**src/rtl/r2r_pkg.sv**
```systemverilog
// Shared R2R ladder definitions: playback FSM states and midscale code helper.
package r2r_pkg;

  typedef enum logic [1:0] {
    DAC_IDLE,
    DAC_PRIME,
    DAC_RUN
  } dac_state_t;

  // Ladder code for the centre of the output range (unsigned binary convention).
  function automatic int unsigned midscale(input int unsigned width);
    return 32'd1 << (width - 32'd1);
  endfunction

endpackage

```
**src/rtl/r2r_sample_fifo.sv**
```systemverilog
// Synchronous sample FIFO with wrapping pointers.
// Ports: clk, reset (async, active-low), push/push_data, pop, head (oldest
// entry), full, empty, level (occupancy 0..DEPTH).
module r2r_sample_fifo
  import r2r_pkg::*;
#(
  parameter int unsigned WIDTH = 8,
  parameter int unsigned DEPTH = 4
) (
  input  logic                     clk,
  input  logic                     reset,
  input  logic                     push,
  input  logic [WIDTH-1:0]         push_data,
  input  logic                     pop,
  output logic [WIDTH-1:0]         head,
  output logic                     full,
  output logic                     empty,
  output logic [$clog2(DEPTH):0]   level
);

  localparam int unsigned AW = $clog2(DEPTH);
  localparam int unsigned LW = AW + 1;
  localparam logic [LW-1:0] FULL_LVL = LW'(DEPTH);

  logic [WIDTH-1:0] mem_q [DEPTH];
  logic [AW-1:0]    wr_ptr_q, wr_ptr_d;
  logic [AW-1:0]    rd_ptr_q, rd_ptr_d;
  logic [LW-1:0]    level_q, level_d;
  logic             do_push, do_pop;

  assign full    = (level_q == FULL_LVL);
  assign empty   = (level_q == '0);
  assign do_push = push && !full;
  assign do_pop  = pop && !empty;
  assign head    = mem_q[rd_ptr_q];
  assign level   = level_q;

  always_comb begin
    wr_ptr_d = wr_ptr_q;
    rd_ptr_d = rd_ptr_q;
    level_d  = level_q;
    if (do_push) wr_ptr_d = wr_ptr_q + 1'b1;
    if (do_pop)  rd_ptr_d = rd_ptr_q + 1'b1;
    case ({do_push, do_pop})
      2'b10:   level_d = level_q + 1'b1;
      2'b01:   level_d = level_q - 1'b1;
      default: level_d = level_q;
    endcase
  end

  always_ff @(posedge clk or negedge reset) begin
    if (!reset) begin
      wr_ptr_q <= '0;
      rd_ptr_q <= '0;
      level_q  <= '0;
    end else begin
      wr_ptr_q <= wr_ptr_d;
      rd_ptr_q <= rd_ptr_d;
      level_q  <= level_d;
    end
  end

  // Storage needs no reset: occupancy alone decides what is valid.
  always_ff @(posedge clk) begin
    if (do_push) mem_q[wr_ptr_q] <= push_data;
  end

endmodule

```
**src/rtl/r2r_dac_streamer.sv**
```systemverilog
// Buffers producer samples and plays them onto the R2R ladder every
// rate_div+1 cycles, priming the FIFO to half full before starting.
// Ports: clk, reset (async, active-low), enable, rate_div, s_data/s_valid/
// s_ready (producer handshake), r2r_out, sample_strobe, underrun, level.
module r2r_dac_streamer
  import r2r_pkg::*;
#(
  parameter int unsigned WIDTH     = 8,
  parameter int unsigned DEPTH     = 4,
  parameter int unsigned DIV_WIDTH = 16
) (
  input  logic                    clk,
  input  logic                    reset,
  input  logic                    enable,
  input  logic [DIV_WIDTH-1:0]    rate_div,
  input  logic [WIDTH-1:0]        s_data,
  input  logic                    s_valid,
  output logic                    s_ready,
  output logic [WIDTH-1:0]        r2r_out,
  output logic                    sample_strobe,
  output logic                    underrun,
  output logic [$clog2(DEPTH):0]  level
);

  localparam int unsigned LW = $clog2(DEPTH) + 1;
  localparam logic [LW-1:0]    PRIME_LVL = LW'(DEPTH / 2);
  localparam logic [WIDTH-1:0] MID_CODE  = WIDTH'(midscale(WIDTH));

  dac_state_t           state_q, state_d;
  logic [DIV_WIDTH-1:0] cnt_q, cnt_d;
  logic [WIDTH-1:0]     r2r_q, r2r_d;
  logic                 strobe_q, strobe_d;
  logic                 underrun_q, underrun_d;

  logic                 fifo_full, fifo_empty;
  logic [WIDTH-1:0]     fifo_head;
  logic [LW-1:0]        fifo_level;
  logic                 push, pop, tick;

  assign s_ready = !fifo_full;
  assign push    = s_valid && s_ready;

  r2r_sample_fifo #(
    .WIDTH (WIDTH),
    .DEPTH (DEPTH)
  ) u_fifo (
    .clk       (clk),
    .reset     (reset),
    .push      (push),
    .push_data (s_data),
    .pop       (pop),
    .head      (fifo_head),
    .full      (fifo_full),
    .empty     (fifo_empty),
    .level     (fifo_level)
  );

  // >= rather than == so a live decrease of rate_div below the count
  // still ticks instead of waiting for the counter to wrap.
  assign tick = (state_q == DAC_RUN) && enable && (cnt_q >= rate_div);
  // Emptiness is sampled before this cycle's push: no fall-through.
  assign pop  = tick && !fifo_empty;

  always_comb begin
    state_d    = state_q;
    cnt_d      = cnt_q;
    r2r_d      = pop ? fifo_head : r2r_q;
    strobe_d   = pop;
    underrun_d = tick && fifo_empty;
    case (state_q)
      DAC_IDLE: begin
        cnt_d = '0;
        if (enable) state_d = DAC_PRIME;
      end
      DAC_PRIME: begin
        cnt_d = '0;
        if (!enable)                       state_d = DAC_IDLE;
        else if (fifo_level >= PRIME_LVL)  state_d = DAC_RUN;
      end
      DAC_RUN: begin
        if (!enable) begin
          state_d = DAC_IDLE;
          cnt_d   = '0;
        end else if (tick) begin
          cnt_d = '0;
        end else begin
          cnt_d = cnt_q + 1'b1;
        end
      end
      default: begin
        state_d = DAC_IDLE;
        cnt_d   = '0;
      end
    endcase
  end

  always_ff @(posedge clk or negedge reset) begin
    if (!reset) begin
      state_q    <= DAC_IDLE;
      cnt_q      <= '0;
      r2r_q      <= MID_CODE;
      strobe_q   <= 1'b0;
      underrun_q <= 1'b0;
    end else begin
      state_q    <= state_d;
      cnt_q      <= cnt_d;
      r2r_q      <= r2r_d;
      strobe_q   <= strobe_d;
      underrun_q <= underrun_d;
    end
  end

  assign r2r_out       = r2r_q;
  assign sample_strobe = strobe_q;
  assign underrun      = underrun_q;
  assign level         = fifo_level;

endmodule

```
**config.mk**
```make
export PLATFORM = sky130hd
export DESIGN_NAME = r2r_dac_streamer
export DESIGN_NICKNAME = d
export VERILOG_FILES = /design/src/rtl/r2r_pkg.sv /design/src/rtl/r2r_sample_fifo.sv /design/src/rtl/r2r_dac_streamer.sv
export SDC_FILE = /design/constraint.sdc
export NUM_CORES = 1
export LEC_CHECK = 0
export CAP_MARGIN = 20
export CORE_ASPECT_RATIO = 0.75
export CORE_MARGIN = 5
export CORE_UTILIZATION = 45
export CTS_CLUSTER_DIAMETER = 200
export DETAILED_ROUTE_END_ITERATION = 8
export PLACE_DENSITY = 0.73
export SLEW_MARGIN = 0
export SYNTH_ARGS = -nofsm -noshare
export SYNTH_HDL_FRONTEND = slang
export SYNTH_SLANG_ARGS = --single-unit
export TNS_END_PERCENT = 5
```
**constraint.sdc**
```tcl
create_clock -name clk -period 3.5 [get_ports clk]
set_clock_uncertainty 0.1 [all_clocks]
set_input_delay 0.7 -clock clk [delete_from_list [all_inputs] [get_ports clk]]
set_output_delay 0.7 -clock clk [all_outputs]
set_load 0.1 [all_outputs]
```
==> results_dict.tcl, run 1 <==
set metrics [dict create \
    insertion_delay_ns 0.32 \
    antenna_cells 0 \
    final_common_cell "dfrtp_1" \
    cts.sinks 67 \
    core_area_sq_mm 0.00686 \
    hp-class "reg2reg" \
    port_buffers 41 \
    netlist_instances 233 \
    timing.fmax_ghz 0.298 \
    vdd_ir_drop_max_v 0.000908 \
    maxSlewViolCount 0 \
    routedWlPerCell_um 14.2 \
    vias 1871 \
    synth.yosys.seq_area_share_pct 57.3 \
    die-area_sq_mm 0.00893 \
    rows 26 \
    cp.required_ns 3.65 \
    outcome "complete, no violations" \
    die_width_um 107 \
    final_cells 392 \
    final_cell_mix "dfrtp_1 (34), edfxtp_1 (32), clkdlybuf4s50_1 (29), inv_1 (23), ha_1 (22)" \
    via_per_inst 4.77 \
    p_per_area_mw_per_mm2 517 \
    die_height_um 83.1 \
    clkTransAtPathRegs_ns 0.07 \
    cts_tree "done" \
    cts_hold_buf 0 \
    dp_slack_ns -0.211 \
    clock_path_buffers 2 \
    cts_max_level 3 \
    start_util_pct 46.7 \
    grtUsageTotal_pct 13.4 \
    numCtsBuffers 9 \
    period_needed_ns 3.35 \
    period_share_pct 95.8 \
    areaGrowthSynthToFinish_pct 21.8 \
    grt_max_degree 36 \
    seq_area_sq_mm 0.00184 \
    antenna_left 0 \
    maxSlewHeadroom_pct 35.6 \
    drive_gt1_share_pct 20.4 \
    synth_nets 284 \
    setup_ws_ns 0.146 \
    finalHoldViolations 0 \
    grt.overflow.total 0 \
    ys_warn_count 0 \
    dp_cells 376 \
    grt_pass1_wl_um 9420 \
    final_nets 340 \
    crit_fanout 3 \
    hold-worst-slack_ns 0.381 \
    fill_cells 552 \
    multi_input_comb_area_sq_mm 0.00125 \
    leakagePower_nw 1.69 \
    drtIter0Drc 49 \
    hpwl_um 4110 \
    synth.avg_cell_area_sq_um 13.8 \
    wirelength_um 5550 \
    grt_pass1_vias 1975 \
    crit_path_end_kind "flop" \
    cp.arrival_ns 3.50 \
    worst_slew_pin_slew_ns 0.962 \
    ys_seq_elements 67 \
    drc 0 \
    rsz0062_at_grt "no" \
    setup_viol 0 \
    cts_resized 0 \
    cts-root-buf "clkbuf_8" \
    maxCapViolCount 0 \
    post_cts_buffers 0 \
    crit_path_start_kind "input port" \
    antenna_found_initial 0 \
    first_pass_iters 4 \
    routabilityCongestion 0.761 \
    io_pins 42 \
    crit_type "in2reg" \
    yosysUniqueCellTypes 42 \
    synth.cell_area_sq_mm 0.00321 \
]
[flip-flops by register name, indices dropped and copies added, names as in the netlist]
signal and flops:
u_fifo.rd_ptr_q 2, u_fifo.level 3, u_fifo.wr_ptr_q 2, u_fifo.mem_q 32
state_q 2, underrun 1, r2r_out 8, sample_strobe 1
cnt_q 16
[worst paths after layout]
kind	from	endpoint	slack (ns)	cells after the start
max in group asynchronous	reset	r2r_out[7]	2.27	2
worst max register to register	cnt_q[12]	u_fifo.level[2]	0.57	11
min in group asynchronous	reset	r2r_out[5]	0.69	2
worst min register to register	cnt_q[0]	cnt_q[0]	0.38	1
worst max-delay path	rate_div[13]	u_fifo.level[2]	0.15	13
worst min-delay path	cnt_q[0]	cnt_q[0]	0.38	1
[power by group]
part	internal (mW)	leakage, nW	switching [mW]
logic	0.149	0.831	0.333
clock network	0.269	0.0909	0.270
registers	0.947	0.766	0.0544
total	1.36	1.69	0.657
[metrics by stage]
step                power, mW  area [sq um]  setup TNS [ns]  util (%)
floorplan                1.35          3210               0         -
global placement         1.49          3740          -0.103      54.5
detailed placement       1.50          3740          -0.211      54.5
CTS                      2.05          3910               0      56.9
global route             2.13          3910               0      56.9
finish                   2.02          3910               0      56.9
[worst max-delay path: stages]
cell             delay [ns]
clkdlybuf4s50_1        0.45
inv_1                  0.04
ha_1                   0.29
and4_4                 0.23
nand4_1                0.11
or3_4                  0.43
a31oi_4                0.20
ha_1                   0.19
inv_1                  0.06
fa_1                   0.38
xor2_1                 0.16
nor2_1                 0.12
xor2_1                 0.15
[logic make-up (layout without fill, tap and decap cells)]
kind of cell / after synthesis / in the layout / share of synthesized area, %
fa+ha+maj: 23 / 23 / 9.20
xor+xnor: 20 / 20 / 5.69
flops: 67 / 67 / 57.3
mux: 17 / 17 / 9.56
buf+inv: 27 / 88 / 3.82
compound gates: 15 / 15 / 3.78
simple gates: 64 / 64 / 10.6
[area by class of cell]
class / instances / area share [%]
clock buffer: 10 / 3.52
clock inverter: 6 / 0.800
inverter: 23 / 2.21
multi-input combinational: 139 / 32.0
sequential: 67 / 47.0
tap: 98 / 3.14
timing repair buffer: 49 / 11.3
[Yosys cell counts]
cell        n  area, sq um
dfrtp_1    34          851
edfxtp_1   32          961
inv_1      23         86.3
ha_1       22          275
nor2_1     21         78.8
xor2_1     12          105
nand2_1     9         33.8
and3_1      8         50.1
mux4_2      8          180
nand3_1     8         40.0
mux2_4      7          105
xnor2_1     7         61.3
o21ai_0     5         25.0
and2_1      4         25.0
nand4_1     3         18.8
a21oi_1     2         10.0
and3b_1     2         17.5
and4_1      2         17.5
a2111oi_0   1         8.76
a211oi_1    1         7.51
a311oi_2    1         15.0
a31oi_4     1         21.3
and4_4      1         11.3
buf_1       1         3.75
buf_12      1         20.0
buf_2       1         5.00
buf_4       1         7.51
dfstp_2     1         26.3
fa_1        1         20.0
mux2_2      1         11.3
mux2i_1     1         10.0
nand2_2     1         6.26
nand2b_1    1         6.26
nand4_2     1         12.5
nor2b_1     1         6.26
o211ai_1    1         7.51
o21a_1      1         7.51
o21ai_2     1         8.76
o311a_1     1         10.0
or3_1       1         6.26
or3_4       1         11.3
xnor2_2     1         16.3
[metal layers]
metal  GRT usage, %  routed length [um]
met5              0                   0
met4           4.13                  14
met3           3.57                 201
met2           21.1                2610
met1           18.2                2720
(Power assumes the default switching activity.)
==> run 2: changes to the inputs <==
--- a/config.mk
+++ b/config.mk
@@ -11,9 +11,10 @@
 export CORE_UTILIZATION = 45
 export CTS_CLUSTER_DIAMETER = 200
 export DETAILED_ROUTE_END_ITERATION = 8
+export GPL_TIMING_DRIVEN = 0
 export PLACE_DENSITY = 0.73
 export SLEW_MARGIN = 0
 export SYNTH_ARGS = -nofsm -noshare
 export SYNTH_HDL_FRONTEND = slang
 export SYNTH_SLANG_ARGS = --single-unit
-export TNS_END_PERCENT = 5
+export TNS_END_PERCENT = 10
==> results_dict.tcl, run 2 (same netlist as run 1, synthesis figures left out) <==
set metrics [dict create \
    worst_slew_pin_slew_ns 0.973 \
    antenna_cells 0 \
    die_width_um 107 \
    final_nets 340 \
    rows 26 \
    outcome "complete, no violations" \
    final_cells 392 \
    p_per_area_mw_per_mm2 523 \
    finalSetupTns_ns 0 \
    timing.fmax_ghz 0.294 \
    die_height_um 83.1 \
    via_per_inst 4.88 \
    leakagePower_nw 1.66 \
    crit_path_start_kind "input port" \
    largest_register_ff_count 32 \
    core_area_sq_mm 0.00686 \
    cts.sinks 67 \
    switchingPower_mw 0.650 \
    maxSlewViolCount 0 \
    cp.required_ns 3.65 \
    r2r_start "cnt_q[11]" \
    antenna_found_initial 0 \
    clockPowerShare_pct 28.6 \
    port_buffers 41 \
    insertion_delay_ns 0.34 \
    period_needed_ns 3.40 \
    crit_fanout 3 \
    drtIter0Drc 82 \
    seq_power_share_pct 47.6 \
    io_pins 42 \
    grt_pass1_vias 1987 \
    final_common_cell "clkdlybuf4s50_1" \
    cts-root-buf "clkbuf_8" \
    r2r_end "u_fifo.level[2]" \
    final_cell_mix "clkdlybuf4s50_1 (40), dfrtp_1 (34), edfxtp_1 (32), inv_1 (22), nor2_1 (21)" \
    vias 1914 \
    clkTransAtPathRegs_ns 0.06 \
    wirelength_um 5610 \
    crit_path_end_kind "flop" \
    cts_hold_buf 0 \
    hpwl_um 4010 \
    hp-class "in2async" \
    intPower_mw 1.45 \
    cts_max_level 3 \
    cp.arrival_ns 3.55 \
    dp_cells 372 \
    r2r_cells 12 \
    finalHoldViolations 0 \
    setup_viol 0 \
    cts_tree "done" \
    crit_path_start "rate_div[11]" \
    drive_gt1_share_pct 17.7 \
    period_share_pct 97.0 \
    p_sw_share_pct 30.9 \
    grtUsageTotal_pct 13.6 \
    vdd_ir_drop_max_v 0.000659 \
    maxSlewHeadroom_pct 34.9 \
    grt_pass1_wl_um 9400 \
    worstSetupEndpoint "u_fifo.level[2]" \
    areaGrowthSynthToFinish_pct 25.1 \
    r2r_setup_slack_ns 0.49 \
    crit_type "in2reg" \
    die-area_sq_mm 0.00893 \
    top_register "u_fifo.mem_q" \
    first_pass_iters 4 \
    routabilityCongestion 0.798 \
    numCtsBuffers 9 \
    dp_slack_ns -0.423 \
    routedWlPerCell_um 14.3 \
    grt_max_degree 36 \
    grt.overflow.total 0 \
    combPwrFrac_pct 23.8 \
    hold-worst-slack_ns 0.339 \
    antenna_left 0 \
    setup_ws_ns 0.103 \
    total_power_mw 2.10 \
    maxCapViolCount 0 \
    drc 0 \
    start_util_pct 46.7 \
    clock_path_buffers 2 \
]
run 2: worst min-delay path by stage:
stage	start	end	slack, ns
5_1_grt	reset	r2r_out[5]	0.40
4_1_cts	reset	r2r_out[5]	0.36
3_5_place_dp	cnt_q[0]	cnt_q[0]	0.38
2_1_floorplan	reset	cnt_q[0]	0.30
3_3_place_gp	cnt_q[0]	cnt_q[0]	0.37
6_report	reset	r2r_out[2]	0.34
run 2: through the flow:
stage                     utilization [%]  instance area [sq um]
after floorplan                         -                   3210
after global placement               54.6                   3750
after detailed placement             54.5                   3740
after CTS                            57.3                   3940
after global routing                 58.5                   4010
final                                58.5                   4010
run 2: timing repair:
item / CTS / global route
resized for setup: 1 / 8
pin swaps: 1 / 5
setup buffers: 1 / 3
setup endpoints to repair: 1 / 2
run 2: critical path: stages:
cell and delay, ns:
clkdlybuf4s50_1 0.46, inv_1 0.06, ha_4 0.27, and4_4 0.24, o211ai_1 0.09, or3_4 0.41
a31oi_4 0.24, buf_12 0.14, ha_4 0.13, inv_1 0.05, fa_2 0.33, xor2_1 0.15
nor2_1 0.12, xor2_1 0.16
run 2: final cells by class:
type                            instances  area, sq um
Buffer                                  4         36.3
Clock buffer                           12          145
Clock inverter                          4         41.3
Fill cell                             578         2850
Inverter                               23         86.3
Multi-Input combinational cell        139         1310
Sequential cell                        67         1840
Tap cell                               98          123
Timing Repair Buffer                   45          435
run 2: power by group through the flow:
stage               clock [mW]  sequential (mW)  combinational, mW
finish                   0.600             1.00              0.500
global route             0.660             1.01              0.549
CTS                      0.622             1.00              0.495
detailed placement           0             1.02              0.492
global placement             0             1.01              0.483
floorplan                    0             1.13              0.224
run 2: metal layers:
layer / up-vias / GRT usage, % / share of wire [%]
met4: 0 / 4.13 / 0.86
met5: - / 0 / 0
met3: 5 / 5.43 / 4.3
met2: 32 / 19.6 / 47
met1: 935 / 18.9 / 48
li1: 942 / - / -
==> run 3: changes to the inputs <==
--- a/config.mk
+++ b/config.mk
@@ -5,6 +5,7 @@
 export SDC_FILE = /design/constraint.sdc
 export NUM_CORES = 1
 export LEC_CHECK = 0
+export ABC_AREA = 1
 export CAP_MARGIN = 20
 export CORE_ASPECT_RATIO = 0.75
 export CORE_MARGIN = 5
==> results_dict.tcl, run 3 <==
set metrics [dict create \
    outcome "complete, no violations" \
    multi_input_comb_area_sq_mm 0.00124 \
    synth.yosys.seq_area_share_pct 55.7 \
    synth_fa_ha_area_share_pct 8.95 \
    final_cell_mix "nand2_1 (53), inv_1 (45), nor2_1 (43), clkdlybuf4s50_1 (40), dfrtp_1 (34)" \
    vias 2344 \
    hpwl_um 4810 \
    cts.sinks 67 \
    netlist_top_cells_count "nand2_1 (53), inv_1 (45), nor2_1 (43)" \
    seq_area_sq_mm 0.00184 \
    post_cts_buffers 0 \
    cp_slowest_stage_delay_ns 0.45 \
    period_needed_ns 3.29 \
    die_height_um 84.2 \
    synth.cell_area_sq_mm 0.00330 \
    ys_warn_count 0 \
    ys_seq_elements 67 \
    largest_register_ff_count 32 \
    synth.most_common_cell "nand2_1" \
    yosysUniqueCellTypes 31 \
    p_per_area_mw_per_mm2 540 \
    worst_slew_pin_slew_ns 0.992 \
    grt_pass1_wl_um 10700 \
    antenna_found_initial 0 \
    crit_path_end_kind "flop" \
    final_common_cell "nand2_1" \
    leakagePower_nw 1.81 \
    grtUsageTotal_pct 14.9 \
    setup_ws_ns 0.205 \
    via_per_inst 4.80 \
    yosys.area_share.simple_pct 17.8 \
    rsz0062_at_grt "no" \
    wirelength_um 6410 \
    r2r_start "cnt_q[3]" \
    netlist_instances 330 \
    path_cells "clkdlybuf4s50_1 -> inv_1 -> ha_1 -> nand2_1 -> nor3_1 -> nand2_1 -> nand2_2 -> nand3_2 -> buf_6 -> inv_1 -> ha_1 -> inv_1 -> fa_1 -> a21oi_1 -> o21ai_0 -> xnor2_1" \
    areaGrowthSynthToFinish_pct 22.6 \
    synthMuxAreaShare_pct 0 \
    maxCapViolCount 0 \
    crit_path_start_kind "input port" \
    die-area_sq_mm 0.00917 \
    numCtsBuffers 9 \
    crit_path_start "rate_div[15]" \
    antenna_cells 0 \
    synth_ff_type "dfrtp_1" \
    dp_slack_ns -0.116 \
    cts_hold_buf 0 \
    clock_path_buffers 2 \
    synth_compound_area_share_pct 7.73 \
    rows 27 \
    hp-class "in2async" \
    first_pass_iters 4 \
    crit_slowest_cell "clkdlybuf4s50_1" \
    async_reset_ff_share_pct 52.2 \
    timing.fmax_ghz 0.304 \
    routabilityCongestion 0.763 \
    finalHoldViolations 0 \
    io_pins 42 \
    synth_nets 381 \
    synth_xor_xnor_area_share_pct 2.92 \
    routedWlPerCell_um 13.1 \
    synth_top_area_cell "edfxtp_1" \
    insertion_delay_ns 0.33 \
    r2r_setup_slack_ns 0.63 \
    drive_gt1_share_pct 10.3 \
    period_share_pct 94.1 \
    synth_edf_count 32 \
    antenna_left 0 \
    setup_viol 0 \
    grt.overflow.total 0 \
    core_area_sq_mm 0.00723 \
    start_util_pct 45.7 \
    crit_fanout 10 \
    maxSlewHeadroom_pct 33.7 \
    vdd_ir_drop_max_v 0.000426 \
    maxSlewViolCount 0 \
    critPathMostFrequentCell "inv_1" \
    drc 0 \
    cts_max_level 3 \
    netlist.area_leader.share_pct 29.1 \
    cts_resized 0 \
    crit_type "in2reg" \
    synth_top_family_by_area "simple AND/OR/NAND/NOR gates" \
    synth.avg_cell_area_sq_um 10.0 \
    die_width_um 109 \
    synthTopCellsByArea "edfxtp_1 (29%), dfrtp_1 (26%), ha_1 (8.3%), nand2_1 (6.0%), inv_1 (5.1%)" \
    grt_max_degree 36 \
    cts_tree "done" \
    port_buffers 41 \
    cts-root-buf "clkbuf_8" \
    r2r_cells 18 \
    final_util_pct 56.0 \
    clkTransAtPathRegs_ns 0.08 \
    cp.arrival_ns 3.41 \
    r2r_end "u_fifo.level[2]" \
    top_register "u_fifo.mem_q" \
    drtIter0Drc 85 \
    fill_cells 617 \
    grt_pass1_vias 2285 \
    cp.required_ns 3.62 \
    final_nets 433 \
    hold-worst-slack_ns 0.347 \
]
run 3: changes by cell type in the layout (fill, tap and decap cells not counted), sizes merged, moves of 11 or more:
cell / change
inv: +25
a21oi: +11
nor2: +25
o21ai: +17
nand2: +47
run 3: worst max path at each step:
stage / depth (start not counted) / slack (ns) / end
2_1_floorplan: 8 / 0.22 / u_fifo.level[2]
3_3_place_gp: 16 / -0.05 / u_fifo.level[2]
3_5_place_dp: 20 / -0.12 / u_fifo.level[2]
4_1_cts: 20 / 0.23 / u_fifo.level[2]
5_1_grt: 20 / 0.06 / u_fifo.level[2]
6_report: 16 / 0.21 / u_fifo.level[2]
run 3: kinds of logic (layout without fill, tap and decap cells):
family | Yosys count | in the layout
XOR/XNOR | 11 | 11
adder cells (fa/ha/maj) | 23 | 23
buffers and inverters | 54 | 111
flip-flops | 67 | 67
AO/OA/AOI/OAI | 47 | 47
AND/OR/NAND/NOR | 128 | 128
run 3: worst max-delay path, delay by kind of cell:
kind,cells,cell delay [ns]
xor+xnor,1,0.13
buf+inv,5,0.79
fa+ha+maj,3,0.82
simple gates,5,0.71
compound gates,2,0.26
run 3: metal layers:
layer / track usage (%) / vias up / share of wire [%]
met5: 0 / - / 0
met4: 3.78 / 0 / 0.72
met3: 4.30 / 4 / 4.6
met2: 23.9 / 42 / 48
met1: 19.8 / 1101 / 47
li1: - / 1197 / -
run 3: stage by stage:
step                      area (sq um)  total power, mW  instances  setup TNS, ns
after floorplan                   3310             1.38        330              0
after global placement            3840             1.52        472        -0.0537
after detailed placement          3840             1.55        472         -0.116
after CTS                         4050             2.20        488              0
after global routing              4050             2.29        488              0
final                             4050             2.18        488              0
run 3: area by class of cell:
cell class | instances | area share (%)
inverters | 45 | 4.18
multi-input cells | 209 | 30.6
repair buffers | 41 | 10.0
flip-flops and latches | 67 | 45.4
plain buffers | 9 | 1.48
well taps | 101 | 3.12
clock inverters | 7 | 2.07
clock buffers | 9 | 3.06
run 3: report_power, final:
part / switching (mW) / internal [mW] / leakage, nW
clock: 0.316 / 0.341 / 0.102
sequential: 0.0496 / 0.948 / 0.765
combinational: 0.384 / 0.144 / 0.944
total: 0.750 / 1.43 / 1.81
